$ cat config.mk
export PLATFORM = sky130hd
export DESIGN_NAME = jtag_ir_dr_chain
export DESIGN_NICKNAME = d
export VERILOG_FILES = /design/src/rtl/jtag_ir_dr_chain.sv
export SDC_FILE = /design/constraint.sdc
export NUM_CORES = 1
export LEC_CHECK = 0
export BUFFER_PORTS_ARGS = -buffer_cell sky130_fd_sc_hd__buf_2
export CORE_MARGIN = 3
export CORE_UTILIZATION = 46
export CTS_CLUSTER_DIAMETER = 60
export DETAILED_ROUTE_END_ITERATION = 6
export GPL_ROUTABILITY_DRIVEN = 0
export GPL_TIMING_DRIVEN = 0
export PLACE_DENSITY = 0.79
export SYNTH_ARGS = -nofsm -noshare
export SYNTH_HDL_FRONTEND = slang
export SYNTH_SLANG_ARGS = --single-unit
$ cat constraint.sdc
create_clock -name tck_i -period 2 [get_ports tck_i]
set_clock_uncertainty 0.2 [all_clocks]
set_input_delay 0.3 -clock tck_i [delete_from_list [all_inputs] [get_ports tck_i]]
set_output_delay 0.3 -clock tck_i [all_outputs]
set_load 0.05 [all_outputs]
$ cat src/rtl/jtag_ir_dr_chain.sv
// jtag_ir_dr_chain
//   IR, DR bank (BYPASS, IDCODE, optional USER) and TDO mux of the JTAG
//   debug port. Sits behind the TAP controller and consumes its decoded
//   state strobes. All state changes on the rising edge of tck_i.
//
//   Optional feature macro: JTAG_USER_EN
//     defined   - USER data register, user_q_o and user_upd_o are built.
//     undefined - INSN_USER decodes to BYPASS, user_q_o/user_upd_o tied 0,
//                 user_cap_i ignored.
//
// Ports
//   tck_i          clock
//   trst_i         synchronous active-high reset
//   tdi_i          serial data in
//   ir_shift_i     TAP in Shift-IR
//   ir_clock_i     TAP in Capture-IR or Shift-IR
//   ir_upd_i       TAP in Update-IR
//   dr_shift_i     TAP in Shift-DR
//   dr_clock_i     TAP in Capture-DR or Shift-DR
//   dr_upd_i       TAP in Update-DR
//   jtag_rst_i     TAP in Test-Logic-Reset (acts as a second sync reset)
//   irdr_select_i  1 = IR drives TDO, 0 = selected DR drives TDO
//   tdo_ena_i      TDO enable from the TAP
//   user_cap_i     word captured into USER on Capture-DR
//   tdo_o          serial data out
//   tdo_oe_o       TDO output enable
//   ir_o           held instruction
//   user_q_o       USER hold register
//   user_upd_o     one-cycle strobe, high while user_q_o shows a new value
module jtag_ir_dr_chain #(
  parameter int              IR_W        = 5,
  parameter logic [31:0]     IDCODE_VAL  = 32'h1000_0A6D,
  parameter int              USER_W      = 32,
  parameter logic [IR_W-1:0] INSN_IDCODE = IR_W'(5'h01),
  parameter logic [IR_W-1:0] INSN_USER   = IR_W'(5'h10)
) (
  input  logic              tck_i,
  input  logic              trst_i,
  input  logic              tdi_i,
  input  logic              ir_shift_i,
  input  logic              ir_clock_i,
  input  logic              ir_upd_i,
  input  logic              dr_shift_i,
  input  logic              dr_clock_i,
  input  logic              dr_upd_i,
  input  logic              jtag_rst_i,
  input  logic              irdr_select_i,
  input  logic              tdo_ena_i,
  input  logic [USER_W-1:0] user_cap_i,
  output logic              tdo_o,
  output logic              tdo_oe_o,
  output logic [IR_W-1:0]   ir_o,
  output logic [USER_W-1:0] user_q_o,
  output logic              user_upd_o
);

  logic            rst;
  logic            ir_cap;
  logic            dr_cap;
  logic [IR_W-1:0] ir_sr;
  logic [IR_W-1:0] ir_q;
  logic            bypass_sr;
  logic [31:0]     idcode_sr;
  logic            sel_idcode;
  logic            sel_user;

  // Test-Logic-Reset clears the chain exactly like the external reset.
  assign rst    = trst_i | jtag_rst_i;
  assign ir_cap = ir_clock_i & ~ir_shift_i;
  assign dr_cap = dr_clock_i & ~dr_shift_i;

  // Instruction register: shift stage plus hold stage.
  always_ff @(posedge tck_i) begin
    if (rst) begin
      ir_sr <= '0;
      ir_q  <= INSN_IDCODE;
    end else begin
      if (ir_cap)
        ir_sr <= IR_W'(2'b01);
      else if (ir_shift_i)
        ir_sr <= {tdi_i, ir_sr[IR_W-1:1]};
      if (ir_upd_i)
        ir_q <= ir_sr;
    end
  end

  assign ir_o       = ir_q;
  assign sel_idcode = (ir_q == INSN_IDCODE);

  always_ff @(posedge tck_i) begin
    if (rst) begin
      bypass_sr <= 1'b0;
    end else if (!sel_idcode && !sel_user) begin
      if (dr_cap)
        bypass_sr <= 1'b0;
      else if (dr_shift_i)
        bypass_sr <= tdi_i;
    end
  end

  always_ff @(posedge tck_i) begin
    if (rst) begin
      idcode_sr <= '0;
    end else if (sel_idcode) begin
      if (dr_cap)
        idcode_sr <= IDCODE_VAL;
      else if (dr_shift_i)
        idcode_sr <= {tdi_i, idcode_sr[31:1]};
    end
  end

`ifdef JTAG_USER_EN
  logic [USER_W-1:0] user_sr;
  logic [USER_W-1:0] user_q;
  logic              user_upd;

  assign sel_user = (ir_q == INSN_USER);

  always_ff @(posedge tck_i) begin
    if (rst) begin
      user_sr  <= '0;
      user_q   <= '0;
      user_upd <= 1'b0;
    end else begin
      user_upd <= 1'b0;
      if (sel_user) begin
        if (dr_cap)
          user_sr <= user_cap_i;
        else if (dr_shift_i)
          user_sr <= {tdi_i, user_sr[USER_W-1:1]};
        if (dr_upd_i) begin
          user_q   <= user_sr;
          user_upd <= 1'b1;
        end
      end
    end
  end

  assign user_q_o   = user_q;
  assign user_upd_o = user_upd;
`else
  logic unused_user;

  // USER opcode falls through to BYPASS; capture word is not consumed.
  assign sel_user    = 1'b0;
  assign unused_user = ^{user_cap_i, (ir_q == INSN_USER)};
  assign user_q_o    = '0;
  assign user_upd_o  = 1'b0;
`endif

  always_comb begin
    tdo_o = bypass_sr;
    if (irdr_select_i)
      tdo_o = ir_sr[0];
    else if (sel_idcode)
      tdo_o = idcode_sr[0];
`ifdef JTAG_USER_EN
    else if (sel_user)
      tdo_o = user_sr[0];
`endif
  end

  assign tdo_oe_o = tdo_ena_i;

endmodule

=== After elaboration in Yosys (flattened, before gate mapping) ===
Index checks and enable logic that the tools add are counted.

* Flip-flop bits (word level): 43
* Latch bits: 0
* Bits in writable memories: 0
* Bits in read-only memories: 0
* Output and inout bits: 40
* Logic and storage cells: 25
* Memories: 0

* $add $sub $neg: 0
* Multipliers: 0
* Div/mod/pow operators: 0
* Magnitude comparators: 0
* Equal/unequal tests: 1
* Shift operators: 0
* Multiplexer cells: 8
* Bitwise logic cells: 6
* Reductions and logical operators: 5

{| class="wikitable"
|+ Operators with widths
! operator !! number
|-
| 32-bit 2-to-1 mux || 2
|-
| 1-bit 2-to-1 mux || 6
|-
| 5-bit by 1-bit == test with 1-bit output, second input constant || 1
|-
| 2-bit AND reduction || 2
|-
| 2-bit nonzero test || 2
|-
| 1-bit NOT || 3
|-
| 1-bit bitwise AND || 2
|-
| 2-bit OR reduction || 1
|-
| 1-bit OR || 1
|}

=== Longest topological paths before layout ===
Gate-level depths: netlist of the first run.

* Depth in word-level cells: 4
* Depth in mapped cells: 4

=== Least setup slack after synthesis of the first run ===
OpenSTA, ideal clock, no wires.

* Kind: register -> output
* From: register ir_q[1] (netlist: ir_o[1])
* To: output tdo_o
* Arrival time: 1968 ps
* Setup slack: -468 ps
* Stages on the path, launching flop included: 4
* Buffers on the path: 0
* Cell sequence: dfxtp_1 nor4_1 nand3_1 a31oi_1

* Word-level cells in the longest chain between the ends: 3

{| class="wikitable"
|+ Ends and longest elaborated chain
! item !! line !! RTL
|-
| from (decl) || 61 || <nowiki>logic [IR_W-1:0] ir_q;</nowiki>
|-
| from (signal assigned) || 83 || <nowiki>ir_q <= ir_sr;</nowiki>
|-
| 5-bit by 1-bit == test with 1-bit output || 88 || <nowiki>assign sel_idcode = (ir_q == INSN_IDCODE);</nowiki>
|-
| 1-bit 2-to-1 mux || 155 || <nowiki>else if (sel_idcode)</nowiki>
|-
| 1-bit 2-to-1 mux || 153 || <nowiki>if (irdr_select_i)</nowiki>
|-
| to (decl) || 50 || <nowiki>output logic tdo_o,</nowiki>
|}

No other way between the ends.

=== Worst setup path in the final report of the first run ===
* From: register ir_q[2] (netlist: ir_o[2])
* To: output tdo_o

Same word-level chain as after synthesis.

==> results of run 1 <==
placed cells by master, fill, tap and decap left out:
cell,netlist,routed
buf_6,0,3
nand2_1,32,32
nor2b_1,1,1
a31oi_4,0,1
o22ai_1,25,25
clkinv_2,0,1
dfxtp_2,0,2
o21ai_4,0,1
dfxtp_1,43,41
buf_4,35,39
or4_4,1,1
a21oi_1,5,5
or2_2,1,1
mux2i_1,4,4
inv_1,2,2
clkbuf_8,0,6
clkbuf_2,0,1
nor4_2,0,1
nor3_1,2,2
nor2_1,12,12
clkbuf_1,10,9
conb_1,1,33
o221a_2,8,8
bufinv_16,0,1
o211ai_1,1,1
nand3_1,3,3
nor3_4,1,1
buf_2,2,13
nor3b_1,4,4
final timing paths:
path | slack (ns) | to | cells after the start
max | -0.11 | tdo_o | 4
min | 0.08 | ir_sr[4] | 3
max reg2reg | 0.06 | idcode_sr[5] | 6
min reg2reg | 0.27 | idcode_sr[8] | 2
synthesized netlist by cell type (all sizes together):
cell type	n	area (um2)
dfxtp	43	861
buf	37	273
nand2	32	120
o22ai	25	156
nor2	12	45.0
clkbuf	10	37.5
o221a	8	90.1
a21oi	5	25.0
mux2i	4	40.0
nor3b	4	30.0
nand3	3	15.0
nor3	3	26.3
inv	2	7.51
a31oi	1	6.26
conb	1	3.75
nor2b	1	6.26
nor4	1	6.26
o211ai	1	7.51
o21ai	1	5.00
or2	1	6.26
or4	1	11.3
state kept, by name, indices dropped and copies added (netlist names):
name	count
ir_o	5
idcode_sr	32
bypass_sr	1
ir_sr	5
worst max-delay path: stages, from the launching register on:
cell     delay (ns)
dfxtp_2        0.34
or4_4          0.56
o21ai_4        0.16
a31oi_4        0.10
buf_6          0.16
report_power, final:
| part | switching, mW | internal, mW | total [mW] |
|---|---|---|---|
| clock | 0.283 | 0.404 | 0.686 |
| combinational | 0.234 | 0.0983 | 0.332 |
| sequential | 0.00782 | 0.868 | 0.876 |
| total | 0.524 | 1.37 | 1.89 |
cell type report:
class                   instances  share of cell area
flip-flops and latches         43               0.387
multi-input cells             136               0.338
plain buffers                  47               0.145
repair buffers                 18              0.0477
clock buffers                   6              0.0370
well taps                      46              0.0258
clock inverters                 2              0.0157
inverters                       2             0.00337
metal layers:
layer,vias to the layer above,share of wire
met1,659,0.43
met5,-,0
met3,9,0.058
met4,0,0.021
li1,733,-
met2,46,0.49
repair_timing:
item                       4_1_cts  5_1_grt
cloned                           0        1
gates resized for setup          6        7
setup endpoints to repair        1       31
hold buffers                     0        0
pin swaps                        1        1
buffers inserted                 1        2
kinds of logic (layout without fill, tap and decap cells):
kind of cell	after synthesis	count (layout)	share of synthesized area
flops	43	43	0.484
buf+inv	49	75	0.179
mux	4	4	0.0225
simple gates	58	58	0.150
compound gates	41	41	0.163
other cells	1	33	0.00211
==> out/metrics.cfg, run 1 <==
[floorplanning]
ioPinCount = 84
coreArea_um2 = 3520
die_w_um = 68.2
die_area_um2 = 4650
rows = 21
fp.dieH_um = 68.2
initial_utilization = 0.505

[outcome]
violations = setup timing
status = complete, but fails checks

[global_route]
antenna_found_initial = 0
use_met2 = 0.260
grt_max_degree = 14
grtUsageTotal = 0.163
met1_usage = 0.198
grt_pass1_vias = 1243
top_usage_layer = met2
overflow = 0
met3_usage = 0.0509
grt_pass1_wl_mm = 5.60

[power]
peakVddDrop_mv = 0.605
power_leakage_nw = 0.979
finalPower_mw = 1.89
pwr_density_cell_nw_per_um2 = 850

[timing]
fmaxAchievable_mhz = 474
timing.final.crit_share = 1.05
whs_ns = 0.0790
finalSetupTns_ns = -0.110
finalWorstSetupSlack_ns = -0.110
rsz0062_at_grt = true
final_max_slew_viol_count = 0
setup-violations-final = 1
hold_violations = 0
finalCriticalPeriod_ns = 2.11

[final_layout]
synthToLayoutAreaGrowth_pct = 25.3
ff_latch_area_um2 = 863
multi_input_area_um2 = 753
post-route-util = 0.633
final_cells = 300
design_area_um2 = 2230
antenna_cells = 0
fillers = 302
final_nets = 297
final_layout_size_suffix_gt1_frac = 0.315

[routing]
vias_per_cell = 4.82
drtIter0Drc = 54
drc = 0
ant_nets = 0
wl_per_cell_um = 12.1
drt_pre_antenna_iters = 4
routed_wl_mm = 3.64
vias = 1447

[clocking]
cts_sinks = 43
clk_path_buf_depth = 2
cts_buffers = 5
cts_tree = done
clockRootBuffer = clkbuf_8
cts_htree_levels = 2
clk_pin_slew_ns = 0.08
clock_latency_ns = 0.29

[critical_path]
cp_max_fo = 4
critPathLaunchType = flip-flop
required_ns = 1.50
endpoint_kind = primary output
cp_data_arrival_time_ns = 1.61
r2r_start = ir_o[2]
crit_type = reg2out
crit_path_start = ir_o[2]

[synthesis]
synth_cells = 196
seq_area_frac_synth = 0.484
synth_warnings = 0
yosys_register_bits = 43
synthDistinctLibCells = 23
netlist_area_um2 = 1780
syn_area_per_cell_um2 = 9.08

[place]
dpl.hpwl_mm = 2.51
dp.cells = 288
port_buffers = 14
dpl-instance-area_um2 = 2040
place_ws_ns = 0.0182

[job]
max_cap_violations = 0

[hold_path]
hp-class = in2reg
holdCritStartpoint = tdi_i

Note: power is estimated with default switching activity, not from simulation.
==> run 2: changes to the inputs <==
--- a/config.mk
+++ b/config.mk
@@ -5,14 +5,15 @@
 export SDC_FILE = /design/constraint.sdc
 export NUM_CORES = 1
 export LEC_CHECK = 0
+export ABC_AREA = 1
 export BUFFER_PORTS_ARGS = -buffer_cell sky130_fd_sc_hd__buf_2
 export CORE_MARGIN = 3
-export CORE_UTILIZATION = 46
+export CORE_UTILIZATION = 43
 export CTS_CLUSTER_DIAMETER = 60
 export DETAILED_ROUTE_END_ITERATION = 6
 export GPL_ROUTABILITY_DRIVEN = 0
 export GPL_TIMING_DRIVEN = 0
-export PLACE_DENSITY = 0.79
+export PLACE_DENSITY = 0.76
 export SYNTH_ARGS = -nofsm -noshare
 export SYNTH_HDL_FRONTEND = slang
 export SYNTH_SLANG_ARGS = --single-unit
==> constraint.sdc (replaced) <==
create_clock -name tck_i -period 1.8 [get_ports tck_i]
set_clock_uncertainty 0.2 [all_clocks]
set_input_delay 0.18 -clock tck_i [delete_from_list [all_inputs] [get_ports tck_i]]
set_output_delay 0.18 -clock tck_i [all_outputs]
set_load 0.05 [all_outputs]
==> out/metrics.cfg, run 2 <==
[routing]
routed_wl_mm = 4.11  ; was 3.64 mm
vias_per_cell = 4.69  ; was 4.82
drc = 0  ; unchanged
wl_per_cell_um = 10.9  ; was 12.1 um
drt_pre_antenna_iters = 4  ; unchanged
ant_nets = 0  ; unchanged
drtIter0Drc = 66  ; was 54
vias = 1771  ; was 1447

[critical_path]
required_ns = 1.42  ; was 1.50 ns
rr_worst_depth = 5  ; was 6
critPathLaunchType = flip-flop  ; unchanged
r2r_start = ir_o[4]  ; was ir_o[2]
rrSetupSlack_ns = 0.39  ; was 0.06 ns
crit_type = reg2out  ; unchanged
cp_data_arrival_time_ns = 1.32  ; was 1.61 ns
endpoint = tdo_o  ; unchanged
cp_max_fo = 4  ; unchanged
worstReg2RegEnd = idcode_sr[18]  ; was idcode_sr[5]
crit_path_start = ir_o[1]  ; was ir_o[2]
endpoint_kind = primary output  ; unchanged

[clocking]
cts_htree_levels = 2  ; unchanged
cts_tree = done  ; unchanged
clk_pin_slew_ns = 0.08  ; about the same
cts_buffers = 5  ; unchanged
clockRootBuffer = clkbuf_8  ; unchanged
cts_sinks = 43  ; unchanged
clk_path_buf_depth = 2  ; unchanged
clock_latency_ns = 0.29  ; about the same

[final_layout]
final_layout_size_suffix_gt1_frac = 0.255  ; was 0.315
mostFrequentLayoutCells = 57 x nand2_1, 44 x buf_4, 41 x dfxtp_1  ; was 41 x dfxtp_1, 39 x buf_4, 33 x conb_1
post-route-util = 0.559  ; was 0.633
largest_reg_flops = 32  ; unchanged
synthToLayoutAreaGrowth_pct = 22.5  ; was 25.3%
regMostFlops = idcode_sr  ; unchanged
fillers = 398  ; was 302
final_common_cell = nand2_1  ; was dfxtp_1
antenna_cells = 0  ; unchanged
final_nets = 369  ; was 297

[power]
sw_frac_of_total = 0.315  ; was 0.277
power.switching_mw = 0.628  ; was 0.524 mW
combPwrFrac = 0.207  ; was 0.175
peakVddDrop_mv = 0.631  ; was 0.605 mV
p_int_mw = 1.36  ; was 1.37 mW
p_clk_frac = 0.304  ; was 0.362
pwr_density_cell_nw_per_um2 = 802  ; was 850 nW/um2
pwr-share-seq = 0.490  ; was 0.462
power_leakage_nw = 1.07  ; was 0.979 nW

[timing]
timing.final.crit_share = 0.944
setup-violations-final = 0  ; was 1
hold_violations = 0  ; unchanged
final_max_slew_viol_count = 0  ; unchanged
finalSetupTns_ns = 0  ; was -0.110 ns
finalCriticalPeriod_ns = 1.70
fmaxAchievable_mhz = 589

[synthesis]
synthAdderAreaFrac = 0  ; unchanged
synth-async-reset-ratio = 0  ; unchanged
synthDistinctLibCells = 21  ; was 23
synth_warnings = 0  ; unchanged
yosys.area_share.simple = 0.277  ; was 0.150
synthXorXnorAreaFrac = 0  ; unchanged
synth_commonest_cells = 58 x nand2_1, 43 x dfxtp_1, 40 x buf_4, 34 x a21oi_1, 32 x nand4_1  ; was 43 x dfxtp_1, 35 x buf_4, 32 x nand2_1, 25 x o22ai_1, 12 x nor2_1
yosys_register_bits = 43  ; unchanged
synth_top_area_frac = 0.425  ; was 0.484
syn_area_per_cell_um2 = 7.80  ; was 9.08 um2
seq_area_frac_synth = 0.425  ; was 0.484
netlist_top_cells_area = dfxtp_1 42%, buf_4 15%, nand2_1 11%  ; was dfxtp_1 48%, buf_4 15%, o22ai_1 8.8%
muxShareOfSynthArea = 0.00494  ; was 0.0225
post-synth-top-count-cell = nand2_1  ; was dfxtp_1
synth_top_family_by_area = simple AND/OR/NAND/NOR gates  ; was buffers and inverters
synth.largest_area_cell = dfxtp_1  ; unchanged
synth_flop_cell = dfxtp_1  ; unchanged
synth_compound_area_frac = 0.0864  ; was 0.163
synth-edff-count = 0  ; unchanged
netlist_area_um2 = 2030  ; was 1780 um2
synth_cells = 260  ; was 196

[place]
port_buffers = 15  ; was 14
dpl.hpwl_mm = 2.74  ; was 2.51 mm

[floorplanning]
ioPinCount = 84  ; unchanged
fp.dieH_um = 74.7  ; was 68.2 um
coreArea_um2 = 4440  ; was 3520 um2
initial_utilization = 0.456  ; was 0.505
die_w_um = 74.7  ; was 68.2 um
rows = 24  ; was 21
die_area_um2 = 5570  ; was 4650 um2

[global_route]
grt_pass1_vias = 1508  ; was 1243
antenna_found_initial = 0  ; unchanged
grtUsageTotal = 0.157  ; was 0.163
grt_pass1_wl_mm = 6.65  ; was 5.60 mm
overflow = 0  ; unchanged
grt_max_degree = 14  ; unchanged

[outcome]
status = finished, final reports clean  ; was complete, but fails checks

[job]
max_cap_violations = 0  ; unchanged

[hold_path]
hp-class = in2reg  ; unchanged

==> run 2: cell types whose count changed after synthesis, sizes merged, moves of 3 or more <==
cell / change
o22ai: -25
clkbuf: -7
mux2i: -3
a21oi: +29
buf: +9
o221a: -8
nor3: -3
nor2: +9
nand4: +32
nand2: +27
nor3b: -4
inv: +13
==> run 2: worst max-delay path: stages (launching register included) <==
cell	delay (ns)
dfxtp_2	0.33
inv_2	0.05
nand2_2	0.08
nor2_8	0.11
nand2_2	0.07
nand2_1	0.06
nand2_1	0.05
nand2_1	0.05
nand2_1	0.07
buf_6	0.16
==> run 2: timing repair <==
action,CTS,global route
endpoints found under the setup margin,1,1
gates resized for setup,0,4
hold buffers,7,0
hold endpoints to repair,11,0
setup buffers,4,0
pin swaps,2,1
==> run 2: worst min path at each step <==
stage | startpoint | end | slack, ns | cells past startpoint
floorplan | ir_upd_i | ir_o[0] | 0.11 | 2
global placement | idcode_sr[13] | idcode_sr[13] | 0.25 | 2
detailed placement | idcode_sr[27] | idcode_sr[27] | 0.25 | 2
CTS | dr_shift_i | idcode_sr[0] | 0.02 | 4
global route | dr_shift_i | idcode_sr[28] | 0.04 | 4
finish | dr_shift_i | idcode_sr[0] | 0.02 | 4
==> run 2: cell type report <==
type	instances	area, um2	area share
well taps	52	65.1	0.0262
flip-flops and latches	43	863	0.348
clock buffers	6	72.6	0.0292
clock inverters	2	12.5	0.00504
plain buffers	49	359	0.145
multi-input cells	185	873	0.352
inverters	15	56.3	0.0227
repair buffers	26	181	0.0730
==> run 2: power by group through the flow <==
stage | Combinational [mW] | Clock [mW] | Sequential [mW]
finish | 0.412 | 0.604 | 0.975
global route | 0.444 | 0.655 | 0.977
CTS | 0.406 | 0.614 | 0.975
detailed placement | 0.388 | 0 | 0.997
global placement | 0.386 | 0 | 0.997
floorplan | 0.335 | 0 | 1.00
==> run 2: cell families (layout without fill, tap and decap cells) <==
kind of cell	Yosys count	after routing
other cells	1	33
flops	43	43
simple gates	116	116
buf+inv	64	98
compound gates	35	35
mux	1	1
==> run 2: stage by stage <==
step                      area [um2]  instances  worst slack, ns  hold WS, ns  total power [mW]
final                           2480        378            0.102       0.0198              1.99
after global routing            2480        378        -0.000257       0.0393              2.07
after CTS                       2470        378          0.00511       0.0193              1.99
after detailed placement        2290        359            0.275        0.251              1.38
after global placement          2290        359            0.286        0.248              1.38
after floorplan                 2150        292          0.00844        0.106              1.34
==> run 2: metal layers <==
layer  global-route usage  up-vias  routed length, um
met2                0.258       55               1940
met4               0.0771        0                108
met1                0.184      777               1820
li1                     -      926                  -
met5                    0        -                  0
met3               0.0521       13                241
